===== config.mk =====
export PLATFORM = sky130hd
export DESIGN_NAME = setup_loader
export DESIGN_NICKNAME = d
export VERILOG_FILES = /design/src/rtl/fpa_setup_pkg.sv /design/src/rtl/setup_out_buf.sv /design/src/rtl/setup_loader.sv
export SDC_FILE = /design/constraint.sdc
export NUM_CORES = 1
export LEC_CHECK = 0
export ABC_AREA = 1
export CORE_MARGIN = 2
export CORE_UTILIZATION = 40
export CTS_CLUSTER_DIAMETER = 30
export DETAILED_ROUTE_END_ITERATION = 10
export PLACE_DENSITY_LB_ADDON = 0.08
export SKIP_CTS_REPAIR_TIMING = 1
export SKIP_LAST_GASP = 1
export SLEW_MARGIN = 20
export SYNTH_ARGS = -nofsm -noshare
export SYNTH_HDL_FRONTEND = slang
export SYNTH_HIERARCHICAL = 1
export SYNTH_SLANG_ARGS = --single-unit
export TNS_END_PERCENT = 30

===== constraint.sdc =====
create_clock -name clk_in -period 2.49 [get_ports clk_in]
set_input_delay 0.498 -clock clk_in [delete_from_list [all_inputs] [get_ports clk_in]]
set_output_delay 0.498 -clock clk_in [all_outputs]
set_load 0.005 [all_outputs]

===== src/rtl/fpa_setup_pkg.sv =====
// Shared types and helpers for the floating-point adder serial setup path.
// Frame-bit placement lives here so the loader and any future users agree on it.
package fpa_setup_pkg;

    typedef enum logic {
        IDLE  = 1'b0,
        SHIFT = 1'b1
    } setup_state_t;

    // Destination bit inside the frame word for the k-th received serial bit.
    function automatic int unsigned bit_index(
        input int unsigned k,
        input bit          msb_first,
        input int unsigned width
    );
        return msb_first ? (width - 1 - k) : k;
    endfunction

endpackage


===== src/rtl/setup_out_buf.sv =====
// Output word register: takes a one-cycle load pulse, publishes with valid/ready, flags overrun.
// Zero-cycle load-to-output beyond the register; a load while a word is pending and not accepted is dropped.
module setup_out_buf #(
    parameter int WIDTH = 8
) (
    input  logic             clk_in,
    input  logic             rst_in,
    input  logic             load_in,
    input  logic [WIDTH-1:0] word_in,
    input  logic             ready_in,
    input  logic             abort_in,
    output logic [WIDTH-1:0] parallel_out,
    output logic             valid_out,
    output logic             overrun_out
);

    logic [WIDTH-1:0] par_q, par_d;
    logic             vld_q, vld_d;
    logic             ovr_q, ovr_d;

    always_comb begin
        par_d = par_q;
        vld_d = vld_q;
        ovr_d = ovr_q;

        if (vld_q && ready_in) begin
            vld_d = 1'b0;
        end

        // A completion in the same cycle as the consumer's accept replaces the word seamlessly.
        if (load_in) begin
            if (!vld_q || ready_in) begin
                par_d = word_in;
                vld_d = 1'b1;
            end else begin
                ovr_d = 1'b1;
            end
        end

        if (abort_in) begin
            ovr_d = 1'b0;
        end
    end

    always_ff @(posedge clk_in) begin
        if (rst_in) begin
            par_q <= '0;
            vld_q <= 1'b0;
            ovr_q <= 1'b0;
        end else begin
            par_q <= par_d;
            vld_q <= vld_d;
            ovr_q <= ovr_d;
        end
    end

    assign parallel_out = par_q;
    assign valid_out    = vld_q;
    assign overrun_out  = ovr_q;

endmodule


===== src/rtl/setup_loader.sv =====
// Serial-to-parallel setup loader: shifts WIDTH bits into staging, publishes on the final-bit edge.
// Word visible right after the final-bit edge; a completed frame is dropped (overrun) if the previous word is unaccepted.
module setup_loader
    import fpa_setup_pkg::*;
#(
    parameter int WIDTH     = 8,
    parameter int MSB_FIRST = 0,
    parameter int CNT_W     = $clog2(WIDTH)
) (
    input  logic             clk_in,
    input  logic             rst_in,
    input  logic             en_in,
    input  logic             serial_in,
    input  logic             abort_in,
    input  logic             ready_in,
    output logic [WIDTH-1:0] parallel_out,
    output logic             valid_out,
    output logic             busy_out,
    output logic             overrun_out
);

    setup_state_t     state_q, state_d;
    logic [CNT_W-1:0] cnt_q, cnt_d;
    logic [WIDTH-1:0] stage_q, stage_d;
    logic [CNT_W-1:0] dst_idx;
    logic             load;

    assign dst_idx = CNT_W'(bit_index(32'(cnt_q), MSB_FIRST != 0, WIDTH));

    always_comb begin
        state_d = state_q;
        cnt_d   = cnt_q;
        stage_d = stage_q;
        load    = 1'b0;

        if (abort_in) begin
            state_d = IDLE;
            cnt_d   = '0;
        end else if (en_in) begin
            stage_d[dst_idx] = serial_in;
            if (cnt_q == CNT_W'(WIDTH - 1)) begin
                load    = 1'b1;
                state_d = IDLE;
                cnt_d   = '0;
            end else begin
                state_d = SHIFT;
                cnt_d   = cnt_q + CNT_W'(1);
            end
        end
    end

    always_ff @(posedge clk_in) begin
        if (rst_in) begin
            state_q <= IDLE;
            cnt_q   <= '0;
            stage_q <= '0;
        end else begin
            state_q <= state_d;
            cnt_q   <= cnt_d;
            stage_q <= stage_d;
        end
    end

    assign busy_out = (state_q == SHIFT);

    // stage_d already holds the final bit, so the word publishes on the same edge that samples it.
    setup_out_buf #(
        .WIDTH (WIDTH)
    ) u_out_buf (
        .clk_in       (clk_in),
        .rst_in       (rst_in),
        .load_in      (load),
        .word_in      (stage_d),
        .ready_in     (ready_in),
        .abort_in     (abort_in),
        .parallel_out (parallel_out),
        .valid_out    (valid_out),
        .overrun_out  (overrun_out)
    );

endmodule

==> results by group, run 1 <==
Setup path
  • R2R Path End: u_out_buf/parallel_out[2]
  • Crit Path Max Fanout: 3
  • Crit start category: flop
  • CP Data Required Time: 1.99 ns
  • CP bufs+invs: 1
  • Crit-path cells: clkdlybuf4s50_1
  • Setup crit start: u_out_buf/valid_out
  • Setup Crit Path Kind: flop to output pin
  • Critical Path Max Stage Delay: 0.52 ns
  • Arrival time at the worst endpoint: 1.24 ns
  • Reg2Reg Depth: 8
  • Internal reg-to-reg setup slack: 0.94 ns
  • Slowest cell on crit path: clkdlybuf4s50_1
  • Largest delay contributor family on the critical path: buffers and inverters
  • Worst R2R Start: cnt_q[1]
  • Crit end category: output pin

Synthesis
  • Synth top area cells: dfxtp_1 40%, inv_1 12%, nand2_1 11%
  • Largest family of logic cells by synthesized area: simple AND/OR/NAND/NOR gates
  • Synth area leader: dfxtp_1
  • Post-Synth XOR/XNOR Area: 0%
  • Gate Count Post-Synth: 161
  • Multiplexer area fraction after synthesis: 0%
  • Net Count, Synth: 169
  • Syn avg cell area: 6.80 um^2
  • Post-Syn Area: 0.00109 mm^2
  • Seq cells post-synth: 22
  • Synth top area share: 40.2%
  • Sequential area share after synthesis: 40.2%
  • Compound-Gate Fraction of Synth Area: 6.86%
  • Adder-cell share of the synthesized area: 2.29%
  • Ys Warns: 6
  • Synth Area in Simple Gates: 35.2%
  • Post-synth cell types: 16

CTS
  • Clock Pin Slew Worst Setup and Hold Paths: 0.12 ns
  • Cts bufs inserted: 3
  • Clk sink count: 22
  • Clock buffer depth: 2
  • Worst-skew pair later-pin latency: 0.31 ns
  • CTS tree: done
  • H-Tree Depth: 1
  • CTS root buf: clkbuf_4

Die
  • Core area: 0.00254 mm^2
  • Num rows: 18
  • Die footprint: 0.00317 mm^2
  • Die Y: 56.3 um
  • Die W: 56.3 um
  • # IOs: 17
  • Initial Utilization: 43.0%

STA
  • Relative slew slack: 70.1%
  • Final worst path period share: 69.9%
  • Final hold viol count: 0
  • Fmax: 575 MHz
  • RSZ-0062 raised after global routing: false
  • Period minus WS final: 1.74 ns
  • Final setup margin: 0.750 ns
  • Actual slew at the worst max-slew pin: 0.447 ns
  • Setup-failing EPs final: 0
  • Post-Route Skew: 0.00517 ns
  • Max Slew Vio Count: 0
  • Final setup TNS: 0 ns

Placement
  • DP Wirelength: 1510 um
  • PortBufs: 16
  • Place WS: 0.529 ns
  • Placed Cells: 204
  • Routability cong.: 0.770

Detailed routing
  • DRT iter0 DRCs: 22
  • Routed WL: 2080 um
  • Vias/cell: 4.66
  • Drt drc: 0
  • DR WL/cell: 10.0 um
  • Via Count: 970
  • Drt pass-1 iters: 4
  • Final ANT Viol Nets: 0

GRT
  • Initial antenna violation count: 0
  • Total GRT Usage: 14.7%
  • First-pass GRT wire length: 3730 um
  • Gr ovfl total: 0
  • Vias in the first global route: 876
  • Largest net degree at the start of global routing: 19

Min path
  • Worst Hold End: u_out_buf/overrun_out
  • Min-delay src: u_out_buf/overrun_out
  • Hold path depth: 2
  • Hold Path Class: flop to flop

Cells and area
  • Nets@finish: 187
  • Antenna diodes: 0
  • Share of cells above drive strength 1: 7.87%
  • Post-route non-filler standard cell count: 208
  • Final Core Density: 51.0%
  • Area delta synth->final: 18.6%

Pwr
  • VDD IR max: 0.000432 V
  • PwrDens: 469 mW/mm^2
  • Leakage: 0.603 nW

Outcome
  • Outcome: complete, no violations

Job
  • Number of max-cap violations: 0
-- flip-flops by register name, summed over array words and instances (netlist names) --
name,count
u_out_buf/overrun_out,1
cnt_q,3
busy_out,1
u_out_buf/valid_out,1
u_out_buf/parallel_out,8
stage_q,8
-- stage by stage --
stage          hold slack, ns  instance area, um^2  power [W]
5_1_grt                 0.498                 1300   0.000641
6_report                0.464                 1300   0.000610
3_3_place_gp            0.432                 1260   0.000420
3_5_place_dp            0.450                 1260   0.000421
4_1_cts                 0.469                 1300   0.000625
2_1_floorplan           0.441                 1090   0.000401
-- synth_stat cells --
| library cell | instances |
|---|---|
| inv_2 | 1 |
| ha_1 | 2 |
| clkbuf_1 | 1 |
| nor2_4 | 4 |
| nand3_1 | 20 |
| nand2_2 | 1 |
| nand2_4 | 1 |
| a21oi_1 | 13 |
| nor2_1 | 22 |
| inv_1 | 34 |
| dfxtp_1 | 22 |
| o21ai_0 | 2 |
| buf_6 | 3 |
| nand3_2 | 1 |
| or2_2 | 1 |
| nand2_1 | 33 |
-- routing by layer --
layer  routed length (um)  track usage (%)  vias to the layer above
met1                  974             18.3                      429
met4                   15             3.06                        0
met3                  103             5.30                        2
met2                  985             24.5                       17
met5                    0                0                        -
li1                     -                -                      522
-- cells in the final DEF (no fill, tap or decap), types with 2 or more instances in the layout --
cell,count
nand2_1,33
ha_1,2
nor2_1,22
clkbuf_4,3
a21oi_1,13
nor2_4,4
dfxtp_1,22
clkdlybuf4s50_1,16
inv_1,34
o21ai_0,2
nand3_1,20
-- cell type report --
cell class | instances | area (um^2)
multi-input cells | 100 | 485
fillers | 267 | 1250
well taps | 30 | 37.5
clock buffers | 4 | 36.3
inverters | 35 | 131
flip-flops and latches | 22 | 440
repair buffers | 17 | 168
-- worst max path at each step --
stage / slack, ns / cells after the start / endpoint
after floorplan: 1.11 / 8 / u_out_buf/parallel_out[0]
after global placement: 0.55 / 10 / u_out_buf/parallel_out[0]
after detailed placement: 0.53 / 10 / u_out_buf/parallel_out[0]
after CTS: 0.72 / 1 / valid_out
after global routing: 0.65 / 10 / u_out_buf/parallel_out[6]
final: 0.75 / 1 / valid_out
-- report_power, final --
group / switching [W] / internal (W) / total (W) / leakage [nW]
registers: 0.00000438 / 0.000357 / 0.000361 / 0.178
clock network: 0.000107 / 0.0000893 / 0.000197 / 0.0210
logic: 0.0000319 / 0.0000199 / 0.0000518 / 0.405
total: 0.000144 / 0.000466 / 0.000610 / 0.603
-- logic make-up after synthesis --
family | Yosys count
AND/OR/NAND/NOR | 83
adder cells (fa/ha/maj) | 2
AO/OA/AOI/OAI | 15
buffers and inverters | 39
flip-flops | 22
No activity file was read; power rests on OpenSTA's default activity.
==> run 2, diff against run 1 <==
clock period = 1.7 ns   (was 2.49 ns; I/O delays follow)
==> results by group, run 2 (synthesis results as in run 1) <==
Outcome
  • Outcome: complete, no violations

Setup path
  • Largest delay contributor family on the critical path: buffers and inverters
  • Critical Path Max Stage Delay: 0.53 ns (about the same)
  • Slowest cell on crit path: clkdlybuf4s50_1
  • Crit start category: flop
  • Crit end category: output pin
  • CP bufs+invs: 1 (unchanged)
  • Arrival time at the worst endpoint: 1.25 ns (about the same)
  • Setup Crit Path Kind: flop to output pin
  • Crit Path Max Fanout: 3 (unchanged)
  • Crit-path cells: clkdlybuf4s50_1
  • CP Data Required Time: 1.36 ns (-0.63 ns)

Min path
  • Hold Path Class: flop to flop

CTS
  • Clock buffer depth: 2 (unchanged)
  • Clock Pin Slew Worst Setup and Hold Paths: 0.13 ns (about the same)
  • CTS tree: done
  • Cts bufs inserted: 3 (unchanged)
  • CTS root buf: clkbuf_4
  • Clk sink count: 22 (unchanged)
  • Worst-skew pair later-pin latency: 0.31 ns (about the same)
  • H-Tree Depth: 1 (unchanged)

Pwr
  • Cell Int Power: 0.000687 W (+47%)
  • Switching Share: 24.5% (+0.90 points)
  • Switching power: 0.000223 W (+55%)
  • PwrDens: 681 mW/mm^2 (+45%)
  • Sequential share of power: 58.2% (-1.0 points)
  • Leakage: 0.626 nW (+3.8%)
  • Clock share of power: 32.9% (+0.6 points)
  • VDD IR max: 0.000403 V (-6.7%)
  • Combinational share of power: 8.9% (+0.4 points)
  • Overall Power: 0.000910 W (+49%)

Cells and area
  • Most common cell after layout, fill and taps aside: inv_1
  • Area delta synth->final: 22.1%
  • Most frequent cells in the layout: 34 x inv_1, 33 x nand2_1, 22 x nor2_1, 22 x dfxtp_1, 20 x nand3_1
  • Nets@finish: 192 (+2.7%)
  • Antenna diodes: 0 (unchanged)
  • Final Core Density: 52.5% (+1.5 points)
  • Share of cells above drive strength 1: 10.4% (+2.5 points)
  • Post-route non-filler standard cell count: 213 (+2.4%)
  • Post-route cell area: 0.00134 mm^2 (+2.9%)

Job
  • Number of max-cap violations: 0 (unchanged)

Detailed routing
  • Vias/cell: 4.64 (-0.54%)
  • Routed WL: 2060 um (-0.77%)
  • Via Count: 988 (+1.9%)
  • Drt drc: 0 (unchanged)
  • Final ANT Viol Nets: 0 (unchanged)
  • DR WL/cell: 9.69 um (-3.1%)
  • DRT iter0 DRCs: 18 (-18%)
  • Drt pass-1 iters: 5 (+1)

STA
  • Actual slew at the worst max-slew pin: 0.280 ns (-0.167 ns)
  • Final hold viol count: 0 (unchanged)
  • WHS: 0.460 ns (-0.00377 ns)
  • Post-Route Skew: 0.000878 ns (-0.00429 ns)
  • Relative slew slack: 81.3% (+11 points)
  • RSZ-0062 raised after global routing: false
  • Max Slew Vio Count: 0 (unchanged)
  • Final worst path period share: 93.6%
  • Fmax: 628 MHz
  • Period minus WS final: 1.59 ns
  • Setup-failing EPs final: 0 (unchanged)

Placement
  • Routability cong.: 0.752 (-2.4%)
  • DP Wirelength: 1560 um (+3.8%)
  • Placed Cells: 209 (+2.5%)
  • PortBufs: 16 (unchanged)
  • Placed Area: 0.00130 mm^2 (+3.0%)

GRT
  • Initial antenna violation count: 0 (unchanged)
  • First-pass GRT wire length: 3590 um (-3.7%)
  • Total GRT Usage: 13.8% (-0.96 points)
  • Vias in the first global route: 893 (+1.9%)
  • Gr ovfl total: 0 (unchanged)
  • Largest net degree at the start of global routing: 19 (unchanged)

Die
  • Die W: 56.3 um (unchanged)
  • Die Y: 56.3 um (unchanged)
  • Initial Utilization: 43.0% (unchanged)
  • Core area: 0.00254 mm^2 (unchanged)
  • Num rows: 18 (unchanged)
  • Die footprint: 0.00317 mm^2 (unchanged)
  • # IOs: 17 (unchanged)
-- run 2: per-layer routing --
layer	global-route usage [%]	vias to the layer above	share of wire, %
li1	-	528	-
met1	18.0	433	49
met2	22.5	23	45
met3	2.53	4	4.6
met4	5.10	0	1.2
met5	0	-	0
-- run 2: tightest hold or removal path, cell delays in order, from the launching register on --
cell and delay [ns]:
dfxtp_1 0.33, inv_1 0.05, a21oi_1 0.05
-- run 2: final timing paths --
kind	startpoint	endpoint	slack (ns)	cells after the start
worst max register to register	cnt_q[0]	u_out_buf/parallel_out[6]	0.18	8
worst max-delay path	u_out_buf/valid_out	valid_out	0.11	1
worst min-delay path	u_out_buf/overrun_out	u_out_buf/overrun_out	0.46	2
worst min register to register	u_out_buf/overrun_out	u_out_buf/overrun_out	0.46	2
-- run 2: metrics by stage --
step           worst slack (ns)  setup TNS (ns)
2_1_floorplan             0.323               0
3_3_place_gp            -0.0662          -0.353
3_5_place_dp            -0.0792          -0.518
4_1_cts                  0.0951               0
5_1_grt                  0.0295               0
6_report                  0.108               0
-- run 2: area by class of cell --
class | count | area (um^2)
fill | 255 | 1210
sequential | 22 | 440
inverter | 35 | 131
clock buffer | 4 | 36.3
tap | 30 | 37.5
multi-input combinational | 100 | 485
timing repair buffer | 22 | 205
-- run 2: power groups by stage --
stage,combinational [W],clock (W),sequential (W)
after floorplan,0.0000475,0,0.000540
after global placement,0.0000802,0,0.000540
after detailed placement,0.0000810,0,0.000541
after CTS,0.0000817,0.000307,0.000529
after global routing,0.0000915,0.000323,0.000531
final,0.0000808,0.000300,0.000529
==> run 3, diff against run 2 <==
ABC_CLOCK_PERIOD_IN_PS = 1700   (was not set)
==> results of run 3 <==
The final DEF is identical to that of run 2; final timing and power are the same.
